### src/rtl/multi_ram_bus_ctrl.sv
`default_nettype none
// ============================================================================
// Module   : multi_ram_bus_ctrl
// Purpose  : Bridge from the MicroBlaze register/GPIO port to a bank of
//            N_RAM dual-port RAMs. Each rising edge of Write_in or Read_in
//            becomes one addressed transaction: a registered one-hot chip
//            select, an address and (for writes) data with a one-cycle wr.
//            A read waits RD_LAT cycles, captures the selected RAM's read
//            bus into Data_rd and pulses rd_valid.
// Ports    : clk, reset (sync, active-high)
//            RAM_sel / Addr_in / Data_in   - request target, address, data
//            Write_in / Read_in            - request strobes (edge detected)
//            rd_data_bus                   - RAM i at [i*DATA_W +: DATA_W]
//            Ram_Addr / ram_cs / Data / wr - RAM-side transaction outputs
//            Data_rd / rd_valid / busy     - read return path and status
//            sel_err / collision           - one-cycle error pulses
// Revision : 1.0 - initial release
// ============================================================================
module multi_ram_bus_ctrl #(
  parameter int DATA_W = 32,
  parameter int ADDR_W = 13,
  parameter int SEL_W  = 4,
  parameter int N_RAM  = 16,
  parameter int RD_LAT = 2
) (
  input  logic                    clk,
  input  logic                    reset,
  input  logic [SEL_W-1:0]        RAM_sel,
  input  logic [DATA_W-1:0]       Data_in,
  input  logic [ADDR_W-1:0]       Addr_in,
  input  logic                    Write_in,
  input  logic                    Read_in,
  input  logic [N_RAM*DATA_W-1:0] rd_data_bus,
  output logic [ADDR_W-1:0]       Ram_Addr,
  output logic [N_RAM-1:0]        ram_cs,
  output logic [DATA_W-1:0]       Data,
  output logic                    wr,
  output logic [DATA_W-1:0]       Data_rd,
  output logic                    rd_valid,
  output logic                    busy,
  output logic                    sel_err,
  output logic                    collision
);

  localparam logic [0:0]       IDLE     = 1'b0;
  localparam logic [0:0]       RD_WAIT  = 1'b1;
  localparam logic [3:0]       CNT_INIT = 4'(RD_LAT - 1);
  localparam logic [SEL_W:0]   N_RAM_W  = (SEL_W + 1)'(N_RAM);

  logic [0:0]        state_q, state_d;
  logic              w_q, w_d;
  logic              r_q, r_d;
  logic [3:0]        cnt_q, cnt_d;
  logic [SEL_W-1:0]  sel_lat_q, sel_lat_d;
  logic [ADDR_W-1:0] ram_addr_q, ram_addr_d;
  logic [N_RAM-1:0]  ram_cs_q, ram_cs_d;
  logic [DATA_W-1:0] data_q, data_d;
  logic              wr_q, wr_d;
  logic [DATA_W-1:0] data_rd_q, data_rd_d;
  logic              rd_valid_q, rd_valid_d;
  logic              sel_err_q, sel_err_d;
  logic              collision_q, collision_d;

  logic              wr_req, rd_req, sel_ok, busy_o;
  logic [N_RAM-1:0]  cs_onehot;
  logic [DATA_W-1:0] rd_slice;

  // Edge detect: w_q/r_q come out of reset high so a strobe that is already
  // asserted at reset release is not mistaken for a new request.
  assign wr_req = Write_in & ~w_q;
  assign rd_req = Read_in  & ~r_q;
  assign sel_ok = ({1'b0, RAM_sel} < N_RAM_W);

  always_comb begin
    cs_onehot = '0;
    for (int i = 0; i < N_RAM; i++) begin
      cs_onehot[i] = (RAM_sel == SEL_W'(i));
    end
  end

  // Read mux uses the select latched at request time, not the live RAM_sel.
  always_comb begin
    rd_slice = '0;
    for (int i = 0; i < N_RAM; i++) begin
      if (sel_lat_q == SEL_W'(i)) begin
        rd_slice = rd_data_bus[i*DATA_W +: DATA_W];
      end
    end
  end

  // ---------------------------------------------------------------- FSM ----
  always_ff @(posedge clk) begin
    if (reset) begin
      state_q <= IDLE;
    end else begin
      state_q <= state_d;
    end
  end

  always_comb begin
    state_d = state_q;
    case (state_q)
      IDLE: begin
        // A simultaneous write takes priority, so a read only starts alone.
        if (rd_req && !wr_req && sel_ok) begin
          state_d = RD_WAIT;
        end
      end
      RD_WAIT: begin
        if (cnt_q == 4'd0) begin
          state_d = IDLE;
        end
      end
      default: state_d = IDLE;
    endcase
  end

  always_comb begin
    busy_o = (state_q == RD_WAIT);
  end

  // ----------------------------------------------------------- datapath ----
  always_comb begin
    w_d         = Write_in;
    r_d         = Read_in;
    cnt_d       = cnt_q;
    sel_lat_d   = sel_lat_q;
    ram_addr_d  = ram_addr_q;
    ram_cs_d    = ram_cs_q;
    data_d      = '0;
    wr_d        = 1'b0;
    data_rd_d   = data_rd_q;
    rd_valid_d  = 1'b0;
    sel_err_d   = 1'b0;
    collision_d = 1'b0;

    case (state_q)
      IDLE: begin
        collision_d = wr_req & rd_req;
        if (wr_req || rd_req) begin
          if (!sel_ok) begin
            // Illegal target: flag it and leave the RAM-side outputs alone.
            sel_err_d = 1'b1;
          end else if (wr_req) begin
            wr_d       = 1'b1;
            data_d     = Data_in;
            ram_addr_d = Addr_in;
            ram_cs_d   = cs_onehot;
          end else begin
            ram_addr_d = Addr_in;
            ram_cs_d   = cs_onehot;
            sel_lat_d  = RAM_sel;
            cnt_d      = CNT_INIT;
          end
        end
      end
      RD_WAIT: begin
        // Requests during an outstanding read are dropped, not queued.
        collision_d = wr_req | rd_req;
        if (cnt_q != 4'd0) begin
          cnt_d = cnt_q - 4'd1;
        end else begin
          data_rd_d  = rd_slice;
          rd_valid_d = 1'b1;
        end
      end
      default: ;
    endcase
  end

  always_ff @(posedge clk) begin
    if (reset) begin
      w_q         <= 1'b1;
      r_q         <= 1'b1;
      cnt_q       <= '0;
      sel_lat_q   <= '0;
      ram_addr_q  <= '0;
      ram_cs_q    <= '0;
      data_q      <= '0;
      wr_q        <= 1'b0;
      data_rd_q   <= '0;
      rd_valid_q  <= 1'b0;
      sel_err_q   <= 1'b0;
      collision_q <= 1'b0;
    end else begin
      w_q         <= w_d;
      r_q         <= r_d;
      cnt_q       <= cnt_d;
      sel_lat_q   <= sel_lat_d;
      ram_addr_q  <= ram_addr_d;
      ram_cs_q    <= ram_cs_d;
      data_q      <= data_d;
      wr_q        <= wr_d;
      data_rd_q   <= data_rd_d;
      rd_valid_q  <= rd_valid_d;
      sel_err_q   <= sel_err_d;
      collision_q <= collision_d;
    end
  end

  assign Ram_Addr  = ram_addr_q;
  assign ram_cs    = ram_cs_q;
  assign Data      = data_q;
  assign wr        = wr_q;
  assign Data_rd   = data_rd_q;
  assign rd_valid  = rd_valid_q;
  assign busy      = busy_o;
  assign sel_err   = sel_err_q;
  assign collision = collision_q;

endmodule
`default_nettype wire

### config.mk
export PLATFORM = sky130hd
export DESIGN_NAME = multi_ram_bus_ctrl
export DESIGN_NICKNAME = d
export VERILOG_FILES = /design/src/rtl/multi_ram_bus_ctrl.sv
export SDC_FILE = /design/constraint.sdc
export NUM_CORES = 1
export LEC_CHECK = 0
export CAP_MARGIN = 30
export CELL_PAD_IN_SITES_DETAIL_PLACEMENT = 0
export CELL_PAD_IN_SITES_GLOBAL_PLACEMENT = 1
export CORE_AREA = 2 2 255 257
export DETAILED_ROUTE_END_ITERATION = 10
export DIE_AREA = 0 0 257 259
export PLACE_DENSITY_LB_ADDON = 0.2
export SKIP_CTS_REPAIR_TIMING = 1
export SLEW_MARGIN = 20
export SYNTH_ARGS = -nofsm -noshare
export SYNTH_HDL_FRONTEND = slang
export SYNTH_SLANG_ARGS = --single-unit
### constraint.sdc
create_clock -name clk -period 1.92 [get_ports clk]
set_clock_uncertainty 0.15 [all_clocks]
set_input_delay 0.384 -clock clk [delete_from_list [all_inputs] [get_ports clk]]
set_output_delay 0.384 -clock clk [all_outputs]
set_load 0.005 [all_outputs]
After elaboration in Yosys (flattened, before gate mapping)

Index checks and enable logic that the tools add are counted.

Bits in registers: 107
Input bits: 565

Add/sub/neg operators: 1
Equality and inequality tests: 33
Multiplexer cells: 26
Bitwise logic cells: 10
Reductions and logical operators: 14

Operators with widths:

| operator            | number |
|---|---|
| $mux 32             | 16 |
| $eq 4x4->1 const B  | 16 |
| $eq 4x3->1 const B  | 8 |
| $eq 4x2->1 const B  | 4 |
| $logic_not 4->1     | 3 |
| $mux 4              | 3 |
| $eq 4x1->1 const B  | 2 |
| $pmux 4 s2          | 1 |
| $not 1->1           | 6 |
| $reduce_and 3->1    | 2 |
| $mux 1              | 4 |
| $ne 2x2->1 const B  | 2 |
| $pmux 1 s2          | 2 |
| $reduce_and 2->1    | 2 |
| $reduce_bool 4->1   | 1 |
| $reduce_or 4->1     | 1 |
| $sub 4x1->4 const B | 1 |
| $and 1x1->1         | 3 |
| $reduce_or 3->1     | 1 |
| $ne 2x1->1 const B  | 1 |
| $reduce_or 2->1     | 1 |
| $logic_and 1x1->1   | 1 |
| $logic_not 1->1     | 1 |
| $logic_or 1x1->1    | 1 |
| $or 1x1->1          | 1 |

Depth between registers and ports, before layout

Word-level depth: 17
Depth in mapped cells: 9
Depth with buffers taken out: 8

Least setup slack after synthesis

OpenSTA, ideal clock, no wires.

Path kind: flip-flop to flip-flop
From: register cnt_q[0]
To: register data_rd_q[11] (netlist: Data_rd[11])
Data arrival time: 1556 ps
Path slack: 78 ps
Stages on the path, launching flop included: 9
Cell sequence: dfxtp_1 > inv_1 > ha_1 > nand4bb_1 > clkbuf_1 > clkbuf_1 > nor2_1 > a22oi_1 > o221ai_1

Cells in the longest elaborated chain, start to end: 3

Ends and longest elaborated chain:

| item                       | RTL line | RTL |
|---|---|---|
| start: declaration         | 53       | `logic [3:0] cnt_q, cnt_d;` |
| start signal: assignment   | 188      | `cnt_q <= cnt_d;` |
| $reduce_bool 4->1          | 160      | `if (cnt_q != 4'd0) begin` |
| $not 1->1 (no line)        | -        |  |
| $reduce_and 2->1 (no line) | -        |  |
| end signal: assignment     | 194      | `data_rd_q <= data_rd_d;` |
| end: declaration           | 59       | `logic [DATA_W-1:0] data_rd_q, data_rd_d;` |

No other way between the ends.
A chain may end at the register's enable or synchronous reset.

Final worst setup path

From: register sel_lat_q[1]
To: register data_rd_q[30] (netlist: Data_rd[30])

Cells in the longest elaborated chain, start to end: 17
Elaborated cells on any way between the ends: 32

Ends and longest elaborated chain:

| item                     | RTL line | RTL |
|---|---|---|
| start: declaration       | 54       | `logic [SEL_W-1:0] sel_lat_q, sel_lat_d;` |
| start signal: assignment | 189      | `sel_lat_q <= sel_lat_d;` |
| $logic_not 4->1          | 85       | `if (sel_lat_q == SEL_W'(i)) begin` |
| $mux 32 (15 in series)   | 85       |  |
| $mux 32 (*)              | 85       |  |

Every way passes the cells marked *; elsewhere a longest branch is shown, timed or not.

==> impl_summary.log <==
INFO  metric outcome = finished with violations
INFO  metric violations = setup timing
INFO  metric worst_slew_pin_slew = 663 ps
INFO  metric number_of_rows_created_at_floorplan = 93
INFO  metric design.final.nets = ~2500
INFO  metric critPathRequiredTime = around 2100 ps
INFO  metric core_region_area = between 0.06 and 0.07 mm^2
INFO  metric slew_headroom = around 56%
INFO  metric global_placement_routability_congestion = approximately 0.85
INFO  metric clock_insertion_delay_worst_skew = 390 ps
INFO  metric synth_enable_flop_cells = 0
INFO  metric worstSetupStartpointType = flip-flop
INFO  metric clk_root_buffer_cell = clkbuf_16
INFO  metric synth_sequential_area_ratio = 24.3%
INFO  metric grt_pass1_vias = around 13000
INFO  metric overall_die_width = approximately 260 um
INFO  metric route.detailed.wl_per_inst = roughly 26 um
INFO  metric floorplan.initialDensity = 13.8%
INFO  metric power.leakage = slightly above 0.007 uW
INFO  metric synth_async_sr_flop_share = 0%
INFO  metric setup.worst_path.class = flip-flop to flip-flop
INFO  metric top_cells_by_area_synth = dfxtp_1, mux2i_1, a21oi_1, o21ai_0, mux2_2
INFO  metric yosys_top_cell_by_area = dfxtp_1
INFO  metric fin_crit_sh = 109%
INFO  metric synth_flop_cell = dfxtp_1
INFO  metric dieArea = roughly 0.067 mm^2
INFO  metric cap_viol_max_count = 0
INFO  metric timing_max_transition_violations_final = 0
INFO  metric route.antenna.remaining_nets = 0
INFO  metric fin_total_pwr = 7610 uW
INFO  metric proportion_of_layout_cells_with_a_drive_suffix_above_1 = approximately a quarter
INFO  metric final.hold.worst_slack = a little under 300 ps
INFO  metric finalWorstPathRequiredPeriod = approximately 2100 ps
INFO  metric count_of_buffers_from_port_buffering = about 660
INFO  metric drt_first_pass_iters = 5
INFO  metric synth_top_cell_area_share = 24.3%
INFO  metric boundaryPins = ~660
INFO  metric clkSinkCount = about 110
INFO  metric final_report_setup_violation_count = 28
INFO  metric cts_buffer_depth = 2
INFO  metric grt_antenna_before_repair = 19
INFO  metric gr-total-overflow = 0
INFO  metric powerDensity = roughly 380 mW/mm^2
INFO  metric syn_to_final_growth = 125%
INFO  metric worstHoldPathType = primary input to flip-flop
INFO  metric final.setup.worst_slack = -165 ps
INFO  metric cts_inserted_buffers = 9
INFO  metric drc = 0
INFO  metric cp_data_arrival_time = between 2000 and 2500 ps
INFO  metric cts.reportedPaths.clkPinSlew = 100 ps
INFO  metric groute.usage.overall = 20.8%
INFO  metric die_h = approximately 260 um
INFO  metric number_of_fill_cells = between 6000 and 7000
INFO  metric mappedNetlistArea = 0.00881 mm^2
INFO  metric detail_route.iter0.violations = about 640
INFO  metric crit_fanout = 7
INFO  metric hpwl = between 60 and 70 mm
INFO  metric area_of_all_placed_cells_without_fillers = between 0.015 and 0.02 mm^2
INFO  metric placedInstanceArea = about 0.018 mm^2
INFO  metric vdd_ir_drop_max = 0.000546 V
INFO  metric cts_tree = built
INFO  metric synth_fp_nets = about 1700
INFO  metric grt_max_degree = 50
INFO  metric grt_setup_unrepaired = true
INFO  metric cp-end-kind = flip-flop
INFO  metric netlist_instances = 1119
INFO  metric yosys_warnings = 0
INFO  metric synth_cell_type_count = 80
INFO  metric commonest_non_fill_non_tap_cell_in_the_layout = clkdlybuf4s50_1
INFO  metric max_freq = between 400 and 500 MHz
INFO  metric top_library_cells_by_usage_in_the_layout_fill_and_taps_aside = clkdlybuf4s50_1, buf_4, a21oi_1, dfxtp_1, nand2_1
INFO  metric htreeDepth = 3
INFO  metric via_density_per_instance = about 4.5
INFO  metric hold_viol = 0
INFO  metric avgSynthCellArea = approximately 7.9 um^2
INFO  metric layout.cells.non_filler = 2816
INFO  metric grt_first_pass_wirelength = 99.0 mm
INFO  metric postRouteWirelength = 74.1 mm
INFO  metric postSynthRegisterBits = 107
INFO  metric place.detailed.instances = around 2800
INFO  metric routed-via-count = 12800
==> where the power goes <==
part | internal, uW | total, uW | switching, uW
sequential | 2270 | 2310 | 39.2
clock | 1080 | 2280 | 1190
combinational | 1860 | 3020 | 1160
total | 5210 | 7610 | 2390
==> sequential cells by signal, indices dropped and copies added (netlist names), 4 cells and up <==
signal / cells
Data: 32
ram_cs: 16
sel_lat_q: 4
Ram_Addr: 13
cnt_q: 4
Data_rd: 32
==> worst max-delay path, cell delays in order (launching register included) <==
cell	delay, ps
dfxtp_4	400
nor2b_2	580
a221o_1	300
a21oi_2	70
o221a_2	270
a211oi_1	230
==> cell usage after synthesis, drive strengths merged, types with 6 or more instances <==
cell type	n
a2111oi	6
a211oi	28
a21oi	124
a221oi	7
a22oi	25
a2bb2oi	18
a31oi	14
and2	36
and3	8
buf	74
clkbuf	43
dfxtp	107
inv	8
mux2	34
mux2i	72
mux4	9
nand2	80
nand2b	17
nand3	11
nor2	77
nor2b	19
nor3	25
nor4	9
o211ai	9
o21ai	80
o221ai	15
o22ai	52
o2bb2ai	8
o32ai	11
==> layer usage <==
layer / share of wire [%] / GRT usage, % / wire, um
met1: 41 / 25.2 / 30500
met4: 2.2 / 4.81 / 1660
met5: 0.15 / 0 / 110
met3: 7.3 / 5.62 / 5400
met2: 49 / 36.3 / 36500
==> cell families (layout without fill, tap and decap cells) <==
logic type | Yosys count | after routing | synth area share (%)
xor+xnor | 1 | 1 | 0.0994
simple gates | 307 | 307 | 17.7
mux | 115 | 115 | 14.8
other cells | 1 | 10 | 0.0425
fa+ha+maj | 3 | 3 | 0.397
flops | 107 | 107 | 24.3
buf+inv | 126 | 959 | 8.35
compound gates | 459 | 459 | 34.3
==> path summary, 6_finish.rpt <==
| path | startpoint | end | slack, ps | cells past startpoint |
|---|---|---|---|---|
| worst min register to register | ram_cs[0] | ram_cs[0] | 310 | 2 |
| worst min-delay path | reset | ram_cs[10] | 300 | 3 |
| worst max-delay path | sel_lat_q[1] | Data_rd[30] | -170 | 5 |
| worst max register to register | sel_lat_q[1] | Data_rd[30] | -170 | 5 |
==> per-stage QoR <==
step	utilization [%]	TNS, ps	setup slack, ps
floorplan	-	0	77.9
global placement	28.4	-10390	-453
detailed placement	28.4	-11600	-422
CTS	28.9	-8720	-455
global route	31.0	-4130	-239
finish	31.0	-2290	-165
==> final cells by class <==
| class | instances | area (um^2) | share of cell area [%] |
|---|---|---|---|
| tap | 855 | 1070 | 5.40 |
| sequential | 107 | 2160 | 10.9 |
| timing repair buffer | 934 | 9430 | 47.6 |
| antenna | 9 | 22.5 | 0.114 |
| clock inverter | 7 | 108 | 0.543 |
| multi-input combinational | 886 | 6750 | 34.1 |
| clock buffer | 9 | 225 | 1.14 |
| inverter | 9 | 38.8 | 0.196 |
No activity file was read; power rests on OpenSTA's default activity.
